==> config.mk <==
export PLATFORM = sky130hd
export DESIGN_NAME = hazard_mem_ctrl
export DESIGN_NICKNAME = d
export VERILOG_FILES = /design/src/rtl/core_pkg.sv /design/src/rtl/hazard_mem_ctrl_forward_unit.sv /design/src/rtl/hazard_mem_ctrl.sv
export SDC_FILE = /design/constraint.sdc
export NUM_CORES = 1
export LEC_CHECK = 0
export ABC_AREA = 1
export BUFFER_PORTS_ARGS = -buffer_cell sky130_fd_sc_hd__clkbuf_2
export CORE_ASPECT_RATIO = 1.4
export CORE_MARGIN = 5
export CORE_UTILIZATION = 47
export DETAILED_ROUTE_END_ITERATION = 6
export GPL_ROUTABILITY_DRIVEN = 0
export PLACE_DENSITY_LB_ADDON = 0.3
export SLEW_MARGIN = 10
export SYNTH_ARGS = -nofsm -noshare
export SYNTH_HDL_FRONTEND = slang
export SYNTH_SLANG_ARGS = --single-unit
==> constraint.sdc <==
create_clock -name clk -period 2 [get_ports clk]
set_input_delay 0 -clock clk [delete_from_list [all_inputs] [get_ports clk]]
set_output_delay 0 -clock clk [all_outputs]
set_load 0.02 [all_outputs]
==> src/rtl/core_pkg.sv <==
// Shared constants for the pipeline hazard and data-memory control path.
// Forwarding selects, result-source codes and mem-ctrl state encoding.
package core_pkg;

  localparam logic [1:0] FWD_RF      = 2'b00;
  localparam logic [1:0] FWD_MEM     = 2'b10;
  localparam logic [1:0] FWD_WB      = 2'b01;
  localparam logic [1:0] RESULT_LOAD = 2'b01;

  typedef enum logic {
    MC_IDLE = 1'b0,
    MC_WAIT = 1'b1
  } mc_state_e;

endpackage

==> src/rtl/hazard_mem_ctrl_forward_unit.sv <==
// EX-stage operand forwarding select.
// Memory-stage results win over writeback; x0 is never forwarded.
module forward_unit
  import core_pkg::*;
(
  input  logic [4:0] Rs1E,
  input  logic [4:0] Rs2E,
  input  logic [4:0] RdM,
  input  logic [4:0] RdW,
  input  logic       RegWriteM,
  input  logic       RegWriteW,
  output logic [1:0] fwd_a,
  output logic [1:0] fwd_b
);

  function automatic logic [1:0] sel(
    input logic [4:0] rs,
    input logic [4:0] rd_m,
    input logic [4:0] rd_w,
    input logic       we_m,
    input logic       we_w
  );
    logic [1:0] s;
    s = FWD_RF;
    if (we_m && rd_m != 5'd0 && rd_m == rs)
      s = FWD_MEM;
    else if (we_w && rd_w != 5'd0 && rd_w == rs)
      s = FWD_WB;
    return s;
  endfunction

  always_comb begin
    fwd_a = sel(Rs1E, RdM, RdW, RegWriteM, RegWriteW);
    fwd_b = sel(Rs2E, RdM, RdW, RegWriteM, RegWriteW);
  end

endmodule

==> src/rtl/hazard_mem_ctrl.sv <==
// Pipeline sequencing: forwarding, load-use stall, branch flush and
// the data-memory wait/timeout handshake with a stall-cycle counter.
module hazard_mem_ctrl
  import core_pkg::*;
#(
  parameter int TIMEOUT = 16,
  parameter int CNT_W   = $clog2(TIMEOUT + 1)
) (
  input  logic        clk,
  input  logic        rst,
  input  logic [4:0]  Rs1D,
  input  logic [4:0]  Rs2D,
  input  logic [4:0]  Rs1E,
  input  logic [4:0]  Rs2E,
  input  logic [4:0]  RdE,
  input  logic [4:0]  RdM,
  input  logic [4:0]  RdW,
  input  logic [1:0]  ResultSrcE,
  input  logic        RegWriteM,
  input  logic        RegWriteW,
  input  logic        PCSrcE,
  input  logic        MemReqM,
  input  logic        dmem_ready,
  output logic        dmem_req,
  output logic [1:0]  ForwardAE,
  output logic [1:0]  ForwardBE,
  output logic        StallF,
  output logic        StallD,
  output logic        StallE,
  output logic        StallM,
  output logic        FlushD,
  output logic        FlushE,
  output logic        FlushW,
  output logic        mem_fault,
  output logic [31:0] stall_cycles
);

  localparam logic [CNT_W-1:0] TO = CNT_W'(TIMEOUT);

  mc_state_e         state_q, state_d;
  logic [CNT_W-1:0]  wait_cnt_q, wait_cnt_d;
  logic              mem_fault_q, mem_fault_d;
  logic [31:0]       stall_cycles_q, stall_cycles_d;

  logic [1:0] fwd_a, fwd_b;
  logic       lw_stall;
  logic       mem_stall;
  logic       req;
  logic       any_stall;

  forward_unit u_fwd (
    .Rs1E      (Rs1E),
    .Rs2E      (Rs2E),
    .RdM       (RdM),
    .RdW       (RdW),
    .RegWriteM (RegWriteM),
    .RegWriteW (RegWriteW),
    .fwd_a     (fwd_a),
    .fwd_b     (fwd_b)
  );

  always_comb begin
    lw_stall = (ResultSrcE == RESULT_LOAD) && (RdE != 5'd0)
            && ((RdE == Rs1D) || (RdE == Rs2D));
  end

  always_comb begin
    state_d     = state_q;
    wait_cnt_d  = wait_cnt_q;
    mem_fault_d = mem_fault_q;
    mem_stall   = 1'b0;
    req         = 1'b0;
    unique case (state_q)
      MC_IDLE: begin
        req = MemReqM;
        if (MemReqM && !dmem_ready) begin
          state_d    = MC_WAIT;
          wait_cnt_d = CNT_W'(1);
          mem_stall  = 1'b1;
        end
      end
      MC_WAIT: begin
        req = 1'b1;
        if (dmem_ready) begin
          state_d    = MC_IDLE;
          wait_cnt_d = '0;
        end else if (wait_cnt_q == TO) begin
          // Abandon the access: let the instruction retire, flag it.
          state_d     = MC_IDLE;
          wait_cnt_d  = '0;
          mem_fault_d = 1'b1;
        end else begin
          wait_cnt_d = wait_cnt_q + CNT_W'(1);
          mem_stall  = 1'b1;
        end
      end
      default: begin
        state_d = MC_IDLE;
      end
    endcase
  end

  always_comb begin
    dmem_req  = !rst && req;
    ForwardAE = rst ? FWD_RF : fwd_a;
    ForwardBE = rst ? FWD_RF : fwd_b;
    StallF    = !rst && (lw_stall || mem_stall);
    StallD    = StallF;
    StallE    = !rst && mem_stall;
    StallM    = StallE;
    FlushW    = StallE;
    FlushD    = !rst && PCSrcE && !mem_stall;
    FlushE    = !rst && (lw_stall || PCSrcE) && !mem_stall;
    any_stall = StallF || StallM;
  end

  always_comb begin
    stall_cycles_d = stall_cycles_q;
    if (any_stall && stall_cycles_q != 32'hFFFF_FFFF)
      stall_cycles_d = stall_cycles_q + 32'd1;
  end

  always_ff @(posedge clk) begin
    if (rst) begin
      state_q        <= MC_IDLE;
      wait_cnt_q     <= '0;
      mem_fault_q    <= 1'b0;
      stall_cycles_q <= '0;
    end else begin
      state_q        <= state_d;
      wait_cnt_q     <= wait_cnt_d;
      mem_fault_q    <= mem_fault_d;
      stall_cycles_q <= stall_cycles_d;
    end
  end

  assign mem_fault    = mem_fault_q;
  assign stall_cycles = stall_cycles_q;

endmodule
* Word level (Yosys, flattened, before mapping) *
Index checks and enable logic that the tools add are counted.

storage, ports and cells
  bits in registers = 39
  latch bits = 0
  bits in writable memories = 0
  bits in read-only memories = 0
  input bits = 44
  output and inout bits = 45
  word-level logic and storage cells = 61
  memories = 0

cells by class
  $add $sub $neg = 2
  $mul = 0
  divide/modulo/power cells = 0
  order comparisons = 0
  eq/ne operators = 10
  shift operators = 0
  multiplexer cells = 15
  bitwise operators = 2
  reductions and logical operators = 28

operator list
  cell                                                 number
  adder 32 x 1 -> 32 bit, second input constant        1
  inequality test 32 bit, second input constant        1
  equality test 5 bit                                  6
  logical AND 1 bit                                    17
  2-to-1 mux 5 bit                                     3
  nonzero test 5 bit                                   3
  case mux 5 bit (2 select lines)                      1
  2-to-1 mux 2 bit                                     4
  adder 5 x 1 -> 5 bit, second input constant          1
  equality test 5 bit, second input constant           1
  2-to-1 mux 1 bit                                     5
  logical OR 1 bit                                     4
  case mux 1 bit (2 select lines)                      2
  zero test 1 bit                                      3
  AND reduction 3 bit                                  1
  equality test 2 x 1 -> 1 bit, second input constant  1
  inequality test 2 bit, second input constant         1
  inverter 1 bit                                       2

* Depth between registers and ports, before layout *
Gate-level depths: netlist of run 1.

  depth after elaboration = 8
  mapped depth = 12
  depth with buffers taken out = 11

* Modules after synthesis *
Synthesis of run 1 repeated with hierarchy kept, for this count alone.

unflattened totals
  cells, all modules = 530
  area, all modules = 3088.0 µm²

by module, submodules not included
  module           instances  cells each  area each (µm²)  seq. area each (µm²)
  hazard_mem_ctrl  1          449         2725.1           780.7
  forward_unit     1          81          362.8            0.0

* Worst setup path before layout of run 1 *
OpenSTA, ideal clock, no wires.

  path kind = reg2reg
  start point = register stall_cycles_q[0], in the netlist stall_cycles[0]
  end point = register stall_cycles_q[10], in the netlist stall_cycles[10]
  library setup time = 0.132 ns
  arrival time = 1.883 ns
  required time = 1.868 ns
  slack = -0.015 ns
  cell stages (with the launch flop) = 10
  path buffers = 1
  clock period less this slack = 2.015 ns
  path through = dfxtp_1 -> ha_1 -> nand2_2 -> nor2_4 -> nand2_2 -> nor3b_2 -> nand4_2 -> clkbuf_1 -> nand3_1 -> a21oi_1

between the ends
  word-level cells in the longest chain between the ends = 2
  elaborated cells on any way between the ends = 3
  those cells by class = 1 x add/sub; 1 x eq/ne; 1 x reduce/logical

RTL lines
  element                                                                         RTL line                text
  start: declaration                                                              hazard_mem_ctrl.sv:43   logic [31:0] stall_cycles_q, stall_cycles_d;
  start signal: assignment                                                        hazard_mem_ctrl.sv:133  stall_cycles_q <= stall_cycles_d;
  parallel branches: the longest is 2 deep, another holds adder 32 x 1 -> 32 bit  -

Several ways; the timed one is not identified.
A chain may end at the register's enable or synchronous reset.

* Worst setup path in the final report of run 1 *
  start point = register wait_cnt_q[0]
  end point = output StallF

between the ends
  word-level cells in the longest chain between the ends = 6

RTL lines
  element                          RTL line                text
  start: declaration               hazard_mem_ctrl.sv:41   logic [CNT_W-1:0] wait_cnt_q, wait_cnt_d;
  start signal: assignment         hazard_mem_ctrl.sv:131  wait_cnt_q <= wait_cnt_d;
  equality test 5 bit              hazard_mem_ctrl.sv:87   end else if (wait_cnt_q == TO) begin
  2-to-1 mux 1 bit                 hazard_mem_ctrl.sv:87
  2-to-1 mux 1 bit                 hazard_mem_ctrl.sv:84   if (dmem_ready) begin
  case mux 1 bit (2 select lines)  hazard_mem_ctrl.sv:73   unique case (state_q)
  logical OR 1 bit                 hazard_mem_ctrl.sv:107  StallF = !rst && (lw_stall || mem_stall);
  logical AND 1 bit                hazard_mem_ctrl.sv:107
  end: declaration                 hazard_mem_ctrl.sv:27   output logic StallF,

No other way between the ends.

==> results of run 1 <==
timing repair:
action / CTS / global route
endpoints found under the setup margin: 0 / 29
buffers inserted: 0 / 1
gates resized for setup: 0 / 7
sequential cells by signal, indices dropped and copies added, names as in the netlist:
signal and count:
wait_cnt_q 5, mem_fault 1, stall_cycles 32, state_q 1
worst paths after layout:
check / startpoint / endpoint / slack (ns) / depth (start not counted)
worst max register to register: stall_cycles[1] / stall_cycles[27] / 0.20 / 10
worst min register to register: wait_cnt_q[3] / wait_cnt_q[3] / 0.48 / 2
worst max-delay path: wait_cnt_q[0] / StallF / 0.16 / 9
worst min-delay path: dmem_ready / wait_cnt_q[1] / 0.05 / 4
cell usage in the layout (no fill, tap or decap), types with 2 or more instances in the layout:
cell type                    n
sky130_fd_sc_hd__a21oi_1    39
sky130_fd_sc_hd__buf_4      15
sky130_fd_sc_hd__clkbuf_1    2
sky130_fd_sc_hd__clkbuf_2   88
sky130_fd_sc_hd__clkbuf_8    5
sky130_fd_sc_hd__dfxtp_1    38
sky130_fd_sc_hd__ha_1        3
sky130_fd_sc_hd__inv_1      45
sky130_fd_sc_hd__nand2_1   141
sky130_fd_sc_hd__nand2_2     4
sky130_fd_sc_hd__nand3_1    50
sky130_fd_sc_hd__nand3b_1    6
sky130_fd_sc_hd__nand4_1     7
sky130_fd_sc_hd__nor2_1     53
sky130_fd_sc_hd__nor3_1     14
sky130_fd_sc_hd__nor4_1      3
sky130_fd_sc_hd__o211ai_1    2
sky130_fd_sc_hd__o21ai_0     5
sky130_fd_sc_hd__or2_2       3
sky130_fd_sc_hd__xnor2_1    16
sky130_fd_sc_hd__xor2_1     24
through the flow:
step,hold slack [ns],std cells
after floorplan,0.1408,481
after global placement,0.3272,642
after detailed placement,0.3437,642
after CTS,0.03182,650
after global routing,0.07763,652
final,0.04575,652
power by group through the flow:
stage,clock network [W],registers (W),logic (W)
2_1_floorplan,0,0.000812,0.000164
3_3_place_gp,0,0.000807,0.000270
3_5_place_dp,0,0.000807,0.000277
4_1_cts,0.000533,0.000788,0.000278
5_1_grt,0.000568,0.000789,0.000326
6_report,0.000522,0.000788,0.000294
final cells by class:
| type | count | area share |
|---|---|---|
| flip-flops and latches | 39 | 0.2128 |
| inverters | 45 | 0.04597 |
| clock inverters | 1 | 0.001362 |
| multi-input cells | 381 | 0.5247 |
| well taps | 72 | 0.02451 |
| repair buffers | 107 | 0.1699 |
| clock buffers | 7 | 0.02077 |
critical path: cells and delay by family (launching register included):
family | cells | cell delay, ns
AND/OR/NAND/NOR | 4 | 0.46
buffers and inverters | 3 | 0.42
AO/OA/AOI/OAI | 1 | 0.09
flip-flops | 1 | 0.36
adder cells (fa/ha/maj) | 1 | 0.20
per-layer routing:
metal  share of wire  vias to the layer above  wire length [um]
li1                -                     1742                 -
met1            0.37                     1557              3259
met2            0.52                      140              4564
met3           0.076                       23               663
met4           0.031                        0               274
met5               0                        -                 0
kinds of logic (layout without fill, tap and decap cells):
logic type	count (synthesis)	count (layout)	synth area share
buffers and inverters	61	160	0.08960
AND/OR/NAND/NOR	288	288	0.4265
AO/OA/AOI/OAI	50	50	0.08918
adder cells (fa/ha/maj)	3	3	0.01268
flip-flops	39	39	0.2637
XOR/XNOR	40	40	0.1183
==> results.sh, run 1 <==
export IMPL_hold_viol_final=0
export IMPL_power_density_nw_per_um2=436.7
export IMPL_initial_utilization=0.4799
export IMPL_synth_warning_count=0
export IMPL_vias_in_the_first_global_route=3168
export IMPL_p_leak_nw=1.633
export IMPL_power_frac_clock=0.325
export IMPL_worstMarginPinSlew_ns=0.5043
export IMPL_tritoncts="done"
export IMPL_groute_layer_met2_usage=0.3785
export IMPL_detail_route_vias_per_cell=5.310
export IMPL_path_max_fanout=18
export IMPL_comb_power_share=0.183
export IMPL_skew_ns=0.009227
export IMPL_max_stage_delay_ns=0.36
export IMPL_worst_voltage_drop_across_the_vdd_grid_v=0.0002631
export IMPL_clock_insertion_delay_worst_skew_ns=0.29
export IMPL_global_route_usage_met1=0.2210
export IMPL_async_reset_ff_frac=0
export IMPL_busiest_layer="met2"
export IMPL_yosys_cell_count_top_type="sky130_fd_sc_hd__nand2_1"
export IMPL_number_of_standard_cell_rows_in_the_floorplan=34
export IMPL_timing_final_max_slew_violations=0
export IMPL_groute_usage_overall=0.2066
export IMPL_maxCapViolations=0
export IMPL_antennaDiodeCount=0
export IMPL_most_numerous_cell_types_in_the_synthesized_netlist="sky130_fd_sc_hd__nand2_1, sky130_fd_sc_hd__nor2_1, sky130_fd_sc_hd__nand3_1"
export IMPL_rsz0062_at_grt="no"
export IMPL_maximum_number_of_pins_on_one_net_before_global_route_repair=37
export IMPL_number_of_cts_inserted_buffers=5
export IMPL_yosys_cell_types=30
export IMPL_multi_input_area_um2=1928
export IMPL_fin_util=0.5957
export IMPL_port_buffers=88
export IMPL_crit_required_ns=2.00
export IMPL_worstPathCellList="inv_1 > ha_1 > nand4_1 > a21oi_2 > nor2_1 > nand2_2 > nand2_4 > buf_12 > clkbuf_2"
export IMPL_detail_route_first_pass_iterations=4
export IMPL_global_route_usage_met3=0.04766
export IMPL_post_synth_instance_area_um2=2960
export IMPL_synthesis_nets=528
export IMPL_setup_ws_ns=0.1603
export IMPL_total_power_w=0.001605
export IMPL_number_of_enable_type_register_cells_in_the_synthesized_netlist=0
export IMPL_synthesis_area_per_instance_um2=6.155
export IMPL_seq_power_share=0.491
export IMPL_drive_above_1_share=0.2207
export IMPL_endpoint_kind="output pin"
export IMPL_die_width_um=77.08
export IMPL_die_h_um=103.9
export IMPL_synthTopCellsByArea="sky130_fd_sc_hd__dfxtp_1, sky130_fd_sc_hd__nand2_1, sky130_fd_sc_hd__nand3_1"
export IMPL_setup_violations_final=0
export IMPL_initialDrtViolationCount=322
export IMPL_dp_hpwl_um=6841
export IMPL_postRouteAntennaNets=0
export IMPL_yosysSeqAreaShare=0.2637
export IMPL_clock_sink_count=39
export IMPL_fin_nets=626
export IMPL_wirelength_um=8762
export IMPL_max_slew_margin=0.6594
export IMPL_fmax_ghz=0.5436
export IMPL_worstHoldPathType="in2reg"
export IMPL_synth_top_area_cell="sky130_fd_sc_hd__dfxtp_1"
export IMPL_instance_count_of_the_mapped_netlist=481
export IMPL_drt_drc_violations_left=0
export IMPL_pre_cts_slack_ns=0.1863
export IMPL_cts_htree_levels=2
export IMPL_cellInternalPower_w=0.001149
export IMPL_cts_clk_slew_worst_paths_ns=0.08
export IMPL_worst_path_max_delay_cell="sky130_fd_sc_hd__dfxtp_1"
export IMPL_wl_per_cell_um=13.44
export IMPL_core_area_um2=6168
export IMPL_min_period_over_period=0.9198
export IMPL_post_route_min_period_ns=1.840
export IMPL_place_area_um2=3536
export IMPL_io_pin_count=89
export IMPL_total_number_of_vias=3462
export IMPL_cts_hold_buffers_added=0
export IMPL_synth_seq_cells=39
export IMPL_area_sequential_um2=782.0
export IMPL_syn2layout_area_growth_pct=24.13
export IMPL_floorplan_die_area_um2=8008
export IMPL_finalInstanceArea_um2=3675
export IMPL_start_kind="flip-flop"
export IMPL_switching_power_w=0.0004560
export IMPL_global_route_wire_length_before_repair_um=13990
export IMPL_layout_filler_cell_count=603
export IMPL_fin_tns_setup_ns=0
export IMPL_grt_remaining_overflow=0
export IMPL_clock_tree_root_cell="sky130_fd_sc_hd__clkbuf_8"
export IMPL_postSynth_topFlopCell="sky130_fd_sc_hd__dfxtp_1"
export IMPL_switching_share=0.2842
export IMPL_criticalPathCategory="reg2out"
export IMPL_synth_top_area_frac=0.2637
export IMPL_run_status="completed"
export IMPL_clockBufferDepth=2
export IMPL_antenna_found_initial=0
export IMPL_critPathArrivalTime_ns=1.84
No activity file was read; power rests on OpenSTA's default activity.
==> inputs of run 2 (changes only) <==
--- a/config.mk
+++ b/config.mk
@@ -12,7 +12,9 @@
 export CORE_UTILIZATION = 47
 export DETAILED_ROUTE_END_ITERATION = 6
 export GPL_ROUTABILITY_DRIVEN = 0
-export PLACE_DENSITY_LB_ADDON = 0.3
+export HOLD_SLACK_MARGIN = 0.06
+export PLACE_DENSITY_LB_ADDON = 0.15
+export RECOVER_POWER = 100
 export SLEW_MARGIN = 10
 export SYNTH_ARGS = -nofsm -noshare
 export SYNTH_HDL_FRONTEND = slang
==> run 2 against run 1 <==
Net effect:
- non-clock buffer count down 1
- cell count is 0.15% lower
- clock skew is 0.0021 ns lower
- maximum frequency fell by 2.4%
- sequential share of layout area about the same
- critical path type unchanged
- critical endpoint unchanged
- highest routed layer unchanged
==> results.sh, run 2 (synthesis gave the netlist of run 1 again) <==
export IMPL_run_status="completed"
export IMPL_syn2layout_area_growth_pct=24.60
export IMPL_floorplan_die_area_um2=8008
export IMPL_switching_power_w=0.0004696
export IMPL_layout_filler_cell_count=590
export IMPL_timing_critical_path_from="wait_cnt_q[0]"
export IMPL_post_cts_repair_setup_buffers=0
export IMPL_drive_above_1_share=0.2245
export IMPL_initial_utilization=0.4799
export IMPL_path_max_fanout=19
export IMPL_busiest_layer="met2"
export IMPL_vias_in_the_first_global_route=3249
export IMPL_tritoncts="done"
export IMPL_critPathArrivalTime_ns=1.88
export IMPL_timing_final_max_slew_violations=0
export IMPL_power_density_nw_per_um2=479.9
export IMPL_cellInternalPower_w=0.001301
export IMPL_critical_path_top_delay_family="simple AND/OR/NAND/NOR gates"
export IMPL_switching_share=0.2653
export IMPL_fin_util=0.5980
export IMPL_port_buffers=88
export IMPL_io_pin_count=89
export IMPL_worst_r2r_start="stall_cycles[4]"
export IMPL_clock_insertion_delay_worst_skew_ns=0.30
export IMPL_fmax_ghz=0.5306
export IMPL_groute_usage_overall=0.2155
export IMPL_seq_power_share=0.447
export IMPL_global_route_wire_length_before_repair_um=14470
export IMPL_die_h_um=103.9
export IMPL_antenna_found_initial=0
export IMPL_layout_cells_most_common_list="sky130_fd_sc_hd__nand2_1, sky130_fd_sc_hd__clkbuf_2, sky130_fd_sc_hd__nor2_1, sky130_fd_sc_hd__nand3_1, sky130_fd_sc_hd__inv_1"
export IMPL_groute_layer_met2_usage=0.3876
export IMPL_criticalPathCategory="reg2out"
export IMPL_grt_remaining_overflow=0
export IMPL_drt_drc_violations_left=0
export IMPL_detail_route_vias_per_cell=5.226
export IMPL_global_route_usage_met3=0.03899
export IMPL_clockBufferDepth=2
export IMPL_number_of_standard_cell_rows_in_the_floorplan=34
export IMPL_fin_nets=625
export IMPL_layout_commonest_cell="sky130_fd_sc_hd__nand2_1"
export IMPL_worstHoldPathType="in2reg"
export IMPL_hold_viol_final=0
export IMPL_worst_hold_startpoint="rst"
export IMPL_global_route_usage_met1=0.2412
export IMPL_crit_required_ns=2.00
export IMPL_place_area_um2=3523
export IMPL_wl_per_cell_um=13.21
export IMPL_antennaDiodeCount=0
export IMPL_worstPathCellList="inv_1 > ha_1 > nand4_1 > a21oi_2 > nor2_1 > nand2_1 > nand2_2 > buf_8 > clkbuf_2"
export IMPL_cts_clk_slew_worst_paths_ns=0.08
export IMPL_max_slew_margin=0.6903
export IMPL_endpoint_kind="output pin"
export IMPL_postRouteAntennaNets=0
export IMPL_finalInstanceArea_um2=3689
export IMPL_max_stage_delay_ns=0.36
export IMPL_comb_power_share=0.158
export IMPL_min_period_over_period=0.9424
export IMPL_detail_route_first_pass_iterations=4
export IMPL_maxCapViolations=0
export IMPL_cts_htree_levels=2
export IMPL_power_frac_clock=0.395
export IMPL_fin_tns_setup_ns=0
export IMPL_worst_path_max_delay_cell="sky130_fd_sc_hd__dfxtp_1"
export IMPL_dp_hpwl_um=6826
export IMPL_die_width_um=77.08
export IMPL_worst_voltage_drop_across_the_vdd_grid_v=0.0002589
export IMPL_clock_tree_root_cell="sky130_fd_sc_hd__clkbuf_8"
export IMPL_maximum_number_of_pins_on_one_net_before_global_route_repair=38
export IMPL_clock_sink_count=39
export IMPL_number_of_cts_inserted_buffers=5
export IMPL_initialDrtViolationCount=163
export IMPL_post_route_min_period_ns=1.885
export IMPL_cell_count_post_placement=642
export IMPL_hold_ws_ns=0.08136
export IMPL_p_leak_nw=1.633
export IMPL_skew_ns=0.007172
export IMPL_largest_reg_flops=32
export IMPL_setup_violations_final=0
export IMPL_total_number_of_vias=3402
export IMPL_finalNonFillerCells=651
export IMPL_wirelength_um=8597
export IMPL_start_kind="flip-flop"
export IMPL_worstMarginPinSlew_ns=0.4604
export IMPL_cp_num_buf_inv=3
export IMPL_rsz0062_at_grt="yes"
export IMPL_core_area_um2=6168
-- run 2: cell type report --
type	instances	area (um^2)	area share
Clock buffer	6	82.58	0.02239
Timing Repair Buffer	106	594.3	0.1611
Inverter	45	168.9	0.04579
Tap cell	72	90.09	0.02442
Clock inverter	2	35.03	0.009498
Sequential cell	39	784.5	0.2127
Multi-Input combinational cell	381	1933	0.5241
-- run 2: worst paths after layout --
path                           end  slack, ns  depth (start not counted)
setup reg to reg  stall_cycles[25]       0.13                          8
hold / removal     stall_cycles[0]       0.08                          4
hold reg to reg      wait_cnt_q[3]       0.48                          2
setup / recovery            StallF       0.12                          9
-- run 2: stage by stage --
step           worst slack, ns   power, W
2_1_floorplan          0.01787  0.0009761
3_3_place_gp            0.1024   0.001076
3_5_place_dp            0.1138   0.001083
4_1_cts               0.003312   0.001781
5_1_grt              0.0004550   0.001851
6_report                0.1152   0.001770
-- run 2: routing by layer --
layer,share of wire,wire [um]
met5,0,0
met4,0.037,321
met3,0.060,519
met2,0.51,4414
met1,0.39,3341
-- run 2: power groups by stage --
stage / clock network [W] / logic (W) / registers [W]
after floorplan: 0 / 0.000164 / 0.000812
after global placement: 0 / 0.000268 / 0.000809
after detailed placement: 0 / 0.000274 / 0.000809
after CTS: 0.000714 / 0.000276 / 0.000791
after global routing: 0.000744 / 0.000315 / 0.000792
final: 0.000699 / 0.000280 / 0.000791
-- run 2: worst min-delay path, delay by kind of cell --
kind | cells | cell delay, ns
buffers and inverters | 2 | 0.21
and+or+nand+nor | 2 | 0.13
-- run 2: what timing repair did --
item                                    CTS  global route
endpoints found under the hold margin     2             0
endpoints found under the setup margin    0            33
hold buffers                              1             0
gates resized for setup                   0            13
